**src/rtl/dff_ram.sv**
```systemverilog
// dff_ram: flip-flop single-port RAM with registered, read-first output and reset-cleared array
module dff_ram #(
  parameter int WIDTH = 8,
  parameter int DEPTH = 8,
  localparam int ADDR_W = $clog2(DEPTH)
) (
  input  logic              clk_i,
  input  logic              rst_i,
  input  logic              wr_en_i,
  input  logic              en_i,
  input  logic [ADDR_W-1:0] addr_i,
  input  logic [WIDTH-1:0]  data_i,
  output logic [WIDTH-1:0]  data_o
);
  logic [WIDTH-1:0] mem [DEPTH];
  logic [WIDTH-1:0] rd_data;
  // Address decode by comparison so out-of-range addresses read 0 and never index past the array
  always_comb begin
    rd_data = '0;
    for (int i = 0; i < DEPTH; i++)
      if (addr_i == ADDR_W'(i)) rd_data = mem[i];
  end
  // Read-first access: output captures the pre-write word; reset clears everything
  always_ff @(posedge clk_i) begin
    if (rst_i) begin
      for (int i = 0; i < DEPTH; i++) mem[i] <= '0;
      data_o <= '0;
    end else if (en_i) begin
      data_o <= rd_data;
      for (int i = 0; i < DEPTH; i++)
        if (wr_en_i && addr_i == ADDR_W'(i)) mem[i] <= data_i;
    end
  end
endmodule

```
**config.mk**
```make
export PLATFORM = sky130hd
export DESIGN_NAME = dff_ram
export DESIGN_NICKNAME = d
export VERILOG_FILES = /design/src/rtl/dff_ram.sv
export SDC_FILE = /design/constraint.sdc
export NUM_CORES = 1
export LEC_CHECK = 0
export ABC_AREA = 1
export CORE_ASPECT_RATIO = 1.25
export CORE_UTILIZATION = 60
export CTS_CLUSTER_SIZE = 40
export DETAILED_ROUTE_END_ITERATION = 8
export DONT_BUFFER_PORTS = 1
export PLACE_DENSITY = 0.73
export SYNTH_ARGS = -nofsm -noshare
export SYNTH_HDL_FRONTEND = slang
export SYNTH_SLANG_ARGS = --single-unit
```
**constraint.sdc**
```tcl
create_clock -name clk_i -period 3.33 [get_ports clk_i]
set_clock_uncertainty 0.2 [all_clocks]
set_input_delay 0.666 -clock clk_i [delete_from_list [all_inputs] [get_ports clk_i]]
set_output_delay 0.666 -clock clk_i [all_outputs]
set_load 0.03 [all_outputs]
```
---- Word level (Yosys, flattened, before mapping) ----
Memories as Yosys holds them, arrays and structs flattened.
Cells that the tools add are included.
storage, ports and cells
  flip-flop bits (word level) ............. 8
  bits in writable memories ............... 64
  memories ................................ 1
  input bits .............................. 15
  output and inout bits ................... 8
  word-level logic and storage cells ...... 76
operators by class
  multiplexer cells ....................... 50
  bitwise operators ....................... 8
  equality and inequality tests ........... 7
  reduce and logical (&&, ||, !) cells .... 9
memories
  name  words  bits a word  read ports  clocked after memory_dff  wr ports  line  text
  mem   8      8            8           0                         8         15    logic [WIDTH-1:0] mem [DEPTH];
operators by type and width
  operator            count
  $mux 8              16
  $mux 1              34
  $eq 3x3->1 const B  4
  $logic_and 1x1->1   8
  $or 1x1->1          8
  $eq 3x2->1 const B  2
  $eq 3x1->1 const B  1
  $logic_not 3->1     1

---- Logic depth before layout (Yosys ltp) ----
Gate-level depths: netlist (run 1).
  depth in word-level cells ............... 9
  mapped depth ............................ 9
  gate-level depth less buffers ........... 9

---- Worst setup path before layout (run 1) ----
No wires, ideal clock.
  path kind ............................... input-to-reg
  from .................................... input addr_i[2]
  to ...................................... memory mem[2][0], in the netlist mem[0][16], enable pin
  buffers on the path ..................... 1
  data required time ...................... 2.746 ns
  path slack .............................. 0.962 ns
  arrival time ............................ 1.784 ns
  stages .................................. 4
  library setup time ...................... 0.384 ns
  path through ............................ inv_2 > buf_2 > nand3_1 > o21ai_0
RTL lines
  element             line  text
  start: declaration  11    input logic [ADDR_W-1:0] addr_i,
  end: declaration    15

==> results of run 1 <==
## worst max-delay path, delay by kind of cell
| kind | cells | cell delay [ns] |
|---|---|---|
| buffers and inverters | 1 | 0.15 |
| and+or+nand+nor | 3 | 0.91 |
## synthesized netlist by cell type
library cell and count:
buf_6 2, clkbuf_1 2, buf_2 3, nor2_1 79, edfxtp_1 64, dfxtp_1 8, inv_1 38, clkinv_1 1
nand2_1 50, a21oi_1 22, o21ai_0 5, buf_1 1, nand3_2 1, nand2_2 1, nor3_1 2, nor3_4 3
nand4_1 20, nand3_1 15, inv_2 3
## worst paths after layout
| check | endpoint | start | depth (start not counted) | slack, ns |
|---|---|---|---|---|
| hold reg to reg | data_o[6]$_SDFFE_PP0P_ | mem[1][30]$_DFFE_PP_ | 2 | 0.35 |
| setup / recovery | mem[1][31]$_DFFE_PP_ | addr_i[2] | 4 | 1.42 |
| hold / removal | data_o[0]$_SDFFE_PP0P_ | rst_i | 1 | 0.18 |
| setup reg to reg | data_o[2]$_SDFFE_PP0P_ | mem[0][18]$_SDFFCE_PN0P_ | 6 | 1.93 |
## cell usage in the layout (no fill, tap or decap), drive strengths merged
| cell type | n |
|---|---|
| a21oi | 22 |
| buf | 3 |
| clkbuf | 12 |
| clkinv | 5 |
| dfxtp | 8 |
| edfxtp | 64 |
| inv | 41 |
| nand2 | 51 |
| nand3 | 16 |
| nand4 | 20 |
| nor2 | 79 |
| nor3 | 5 |
| o21ai | 5 |
## kinds of logic (layout without fill, tap and decap cells)
| logic type | Yosys count | in the layout |
|---|---|---|
| buffers and inverters | 50 | 61 |
| flip-flops | 72 | 72 |
| AND/OR/NAND/NOR | 171 | 171 |
| AO/OA/AOI/OAI | 27 | 27 |
## layer usage
layer / global-route usage (%) / share of wire, %
met2: 41.9 / 48
met3: 4.95 / 6.6
met5: 0 / 0
met4: 14.1 / 3.4
met1: 37.4 / 42
## final cells by class
type	count	area share, %
well taps	62	2.27
repair buffers	3	0.660
clock inverters	4	0.587
multi-input cells	198	26.2
inverters	42	4.62
flip-flops and latches	72	61.0
clock buffers	12	4.59
## state kept, by name, indices dropped and copies added, names as in the netlist
signal and count:
mem 64, data_o 8
## power by group through the flow
| stage | clock (mW) | combinational, mW | sequential, mW |
|---|---|---|---|
| floorplan | 0 | 0.0980 | 1.09 |
| global placement | 0 | 0.125 | 1.10 |
| detailed placement | 0 | 0.127 | 1.10 |
| CTS | 0.611 | 0.128 | 1.08 |
| global route | 0.648 | 0.144 | 1.09 |
| finish | 0.612 | 0.129 | 1.08 |
## metrics by stage
| stage | cell area [um^2] | setup slack, ns |
|---|---|---|
| floorplan | 3180 | 0.962 |
| finish | 3410 | 1.42 |
| detailed placement | 3230 | 1.08 |
| global placement | 3230 | 1.10 |
| global route | 3410 | 1.32 |
| CTS | 3410 | 1.43 |
==> flow_summary.yaml, run 1 <==
run_status:
  status: "complete, no violations"
critical_path:
  crit_path_max_incr_delay_ns: 0.54
  crit_path_end_kind: "flip-flop"
  cp_slowest_cell: "nor3_4"
  critical_path_required_ns: 3.15
  crit_type: "in2reg"
  path_cells: "inv_2 > nor3_4 > nand2_1 > nand2_1"
  critPathArrivalTime_ns: 1.73
  cp_max_fo: 23
  crit_path_frequent_cell: "nand2_1"
  setup.worst_path.start_class: "primary input"
global_route:
  antenna_found_initial: 0
  grt_start_max_net_pins: 24
  grt_overflow: 0
  grt_usage_pct: 27.6
  first_global_vias: 2065
  grt_pass1_wl_um: 10600
cts:
  cts_resized: 0
  cts_setup_buffers: 0
  clockBufferDepth: 2
  cts_tree: "done"
  clk_pin_slew_worst_paths_ns: 0.07
  ctsHtreeMaxLevel: 3
  clkSinkCount: 72
  root_buffer: "clkbuf_8"
  hold_buffers: 0
  worstSkewPairLatency_ns: 0.34
  cts_made_buffers: 9
cells_and_area:
  drive_gt1_share_pct: 7.55
  fin_util_pct: 67.1
  nFillCells: 427
  regArea_mm2: 0.00208
  syn2layout_area_growth_pct: 7.15
  finalNetCount: 341
  diodes: 0
  instances_no_fill: 393
  multi_input_area_um2: 895
logic_synthesis:
  synthSimpleGateAreaFrac_pct: 23.9
  ys_warn_count: 0
  yosysSeqAreaShare_pct: 65.4
  yosysTopAreaCellShare_pct: 60.4
  synth_top_area_cell: "edfxtp_1"
  avgSynthCellArea_um2: 9.95
  synth-adder-area-share_pct: 0
  synth_xor_area_share_pct: 0
  synth_compound_area_share_pct: 4.25
  ys_types: 19
  synth_area_leaders: "edfxtp_1 (60%), nor2_1 (9.3%), nand2_1 (5.9%)"
  synthMuxAreaShare_pct: 0
  synth_top_family_by_area: "simple AND/OR/NAND/NOR gates"
  synthesis.nets: 335
  syn_inst: 320
  syn_area_mm2: 0.00318
  ys_ff_latch: 72
floorplanning:
  ios: 23
  die_w_um: 67.1
  core_mm2: 0.00508
  rows: 29
  initial_core_util_pct: 62.7
  fp.dieH_um: 83.4
  dieArea_mm2: 0.00560
routing:
  drc: 0
  drt-initial-drc-count: 334
  ant_nets: 0
  firstDrtPassIters: 5
  dr_total_vias: 2207
  routed_via_density: 5.62
  wire_per_inst_um: 17.0
  routed_wl_um: 6690
timing:
  fmax_ghz: 0.522
  setup_viol: 0
  fin_crit_sh_pct: 57.5
  fin_tns_setup_ns: 0
  hold_viol: 0
  rsz0062_at_grt: "false"
  slew_violations: 0
  period_minus_slack_ns: 1.91
  max_slew_margin_pct: 58.3
  timing.hold.ws_ns: 0.182
  worst_pin_slew_ns: 0.624
placed_design:
  gp_congestion: 0.851
  port_buffers: 0
  place_inst: 377
  dp_hpwl_um: 4900
pwr:
  pwr_density_cell_mw_per_mm2: 534
  p_comb_share_pct: 7.1
  p_leak_nw: 1.33
  switchingPower_mw: 0.432
  ir_drop_mv: 0.324
  clockPowerShare_pct: 33.6
  sequentialPowerShare_pct: 59.3
  power_mw: 1.82
  p_int_mw: 1.39
  swShare_pct: 23.7
worst_hold_path:
  hold_path.class: "in2reg"
run:
  max_cap_viol_count: 0
Note: power is estimated with default switching activity, not from simulation.
==> run 2: changes to the inputs <==
--- a/config.mk
+++ b/config.mk
@@ -7,11 +7,11 @@
 export LEC_CHECK = 0
 export ABC_AREA = 1
 export CORE_ASPECT_RATIO = 1.25
-export CORE_UTILIZATION = 60
+export CORE_UTILIZATION = 56
 export CTS_CLUSTER_SIZE = 40
 export DETAILED_ROUTE_END_ITERATION = 8
 export DONT_BUFFER_PORTS = 1
-export PLACE_DENSITY = 0.73
+export PLACE_DENSITY = 0.71
 export SYNTH_ARGS = -nofsm -noshare
 export SYNTH_HDL_FRONTEND = slang
 export SYNTH_SLANG_ARGS = --single-unit
==> constraint.sdc (replaced) <==
create_clock -name clk_i -period 1.7 [get_ports clk_i]
set_clock_uncertainty 0.2 [all_clocks]
set_input_delay 0.34 -clock clk_i [delete_from_list [all_inputs] [get_ports clk_i]]
set_output_delay 0.34 -clock clk_i [all_outputs]
set_load 0.03 [all_outputs]
==> run 2 against run 1 <==
Against the previous run:
- via count is 0.91% higher
- register-to-register slack worse by 1.6 ns
- flip-flop and latch count stayed put
- non-clock buffer count is 16 higher
- setup slack worse by 1.1 ns
- global-route usage is 1.8 points lower
- first-iteration DRC count is 31% lower
- sequential power is 96% higher
- sequential share of layout area is 3.1 points lower
- worst hold slack worse by 0.16 ns
- combinational power is 120% higher
- largest cell class unchanged
- largest power group unchanged
- highest routed layer unchanged
==> flow_summary.yaml, run 2 (synthesis results as in run 1) <==
cells_and_area:
  final_common_cell: "nor2_1"
  multi_input_area_um2: 907
  diodes: 0
  layout_common_cells: "nor2_1 (79), edfxtp_1 (64), nand2_1 (48)"
  regArea_mm2: 0.00208
  largestRegisters: "mem x64, data_o x8"
  finalNetCount: 357
  regMostFlops: "mem"
  nFillCells: 438
  stdcell_area_mm2: 0.00359
  largest_reg_flops: 64
  instances_no_fill: 411
  drive_gt1_share_pct: 12.4
  syn2layout_area_growth_pct: 12.9
timing:
  setup_viol: 0
  worst_pin_slew_ns: 0.393
  fmax_ghz: 0.716
  hold_viol: 0
  fin_crit_sh_pct: 82.2
  worst_slack_ns: 0.303
  period_minus_slack_ns: 1.40
  rsz0062_at_grt: "false"
  max_slew_margin_pct: 73.8
  slew_violations: 0
critical_path:
  reg2reg_slack_ns: 0.33
  crit_type: "reg2out"
  r2r_start: "mem[0][19]$_SDFFCE_PN0P_"
  cp_max_fo: 2
  crit_path_end_kind: "primary output"
  setup.worst_path.start_class: "flip-flop"
  critical_path_required_ns: 1.16
  worstReg2RegEnd: "data_o[3]$_SDFFE_PP0P_"
  critPathArrivalTime_ns: 0.86
  worstRegToRegCells: 6
pwr:
  switchingPower_mw: 0.882
  p_comb_share_pct: 7.4
  swShare_pct: 23.3
  sequentialPowerShare_pct: 56.0
  ir_drop_mv: 0.907
  pwr_density_cell_mw_per_mm2: 1050
  p_leak_nw: 1.43
  clockPowerShare_pct: 36.5
  p_int_mw: 2.90
placed_design:
  gp_congestion: 0.874
  place_inst: 392
  port_buffers: 0
  place_ws_ns: 0.0525
  dpl_cell_area_mm2: 0.00336
  dp_hpwl_um: 5260
worst_hold_path:
  min_to: "mem[1][27]$_DFFE_PP_"
  hold_path.class: "in2reg"
  hold_path_depth: 1
  min-delay-start: "rst_i"
global_route:
  grt_use_met2_pct: 41.0
  grt-busiest-layer: "met2"
  grt_pass1_wl_um: 11200
  antenna_found_initial: 0
  grt_overflow: 0
  grtUsageMet3_pct: 5.35
  grt_usage_pct: 25.8
  met1_usage_pct: 31.3
  first_global_vias: 2230
  grt_start_max_net_pins: 20
routing:
  firstDrtPassIters: 4
  dr_total_vias: 2227
  routed_via_density: 5.42
  wire_per_inst_um: 16.8
  ant_nets: 0
  drt-initial-drc-count: 232
  drc: 0
  routed_wl_um: 6910
cts:
  clkSinkCount: 72
  ctsHtreeMaxLevel: 3
  cts_made_buffers: 9
  clockBufferDepth: 2
  cts_resized: 0
  cts_tree: "done"
  worstSkewPairLatency_ns: 0.34
  clk_pin_slew_worst_paths_ns: 0.08
  root_buffer: "clkbuf_8"
floorplanning:
  initial_core_util_pct: 58.5
  fp.dieH_um: 86.3
  core_mm2: 0.00544
  die_w_um: 69.4
  dieArea_mm2: 0.00599
  rows: 30
  ios: 23
run_status:
  status: "complete, no violations"
run:
  max_cap_viol_count: 0
-- run 2: changes by cell type in the layout (fill, tap and decap cells not counted), sizes merged --
cell	delta
inv	+2
buf	+13
dlygate4sd3	+3
clkinv	-2
clkbuf	-1
bufinv	+1
-- run 2: timing repair --
action	in CTS	in global routing
hold buffers	3	0
buffers inserted	0	0
setup endpoints to repair	0	0
endpoints found under the hold margin	8	0
-- run 2: cell type report --
| type | count | share of cell area [%] |
|---|---|---|
| Sequential cell | 72 | 57.9 |
| Inverter | 42 | 4.39 |
| Multi-Input combinational cell | 198 | 25.2 |
| Clock buffer | 11 | 4.25 |
| Timing Repair Buffer | 19 | 4.52 |
| Clock inverter | 5 | 1.46 |
| Tap cell | 64 | 2.23 |
-- run 2: how the worst max path moves through the flow --
stage	start	to	slack, ns	cells after the start
after detailed placement	addr_i[1]	mem[1][9]$_SDFFCE_PN0P_	0.05	5
after floorplan	addr_i[1]	mem[0][24]$_SDFFCE_PN0P_	-0.005	3
after global placement	addr_i[1]	mem[1][9]$_SDFFCE_PN0P_	0.09	5
final	data_o[6]$_SDFFE_PP0P_	data_o[6]	0.30	0
after global routing	mem[0][16]$_SDFFCE_PN0P_	data_o[0]$_SDFFE_PP0P_	0.24	6
after CTS	data_o[6]$_SDFFE_PP0P_	data_o[6]	0.29	0
-- run 2: power groups by stage --
stage	Sequential [mW]	Clock (mW)	Combinational [mW]
floorplan	2.14	0	0.196
finish	2.12	1.38	0.281
detailed placement	2.15	0	0.273
global placement	2.15	0	0.266
CTS	2.12	1.39	0.281
global route	2.13	1.47	0.315
-- run 2: routing by layer --
metal  up-vias  routed length [um]
met5         -                   0
met3        24                 262
li1       1112                   -
met1      1031                2940
met2        60                3400
met4         0                 311
-- run 2: stage by stage --
step                      hold WS [ns]  setup TNS [ns]  power (mW)  util [%]
after floorplan                  0.307         -0.0407        2.33         -
after global placement           0.210               0        2.42      61.7
after detailed placement         0.213               0        2.43      61.7
after CTS                      0.00448               0        3.79      66.0
after global routing           0.00467               0        3.91      66.0
final                           0.0180               0        3.78      66.0
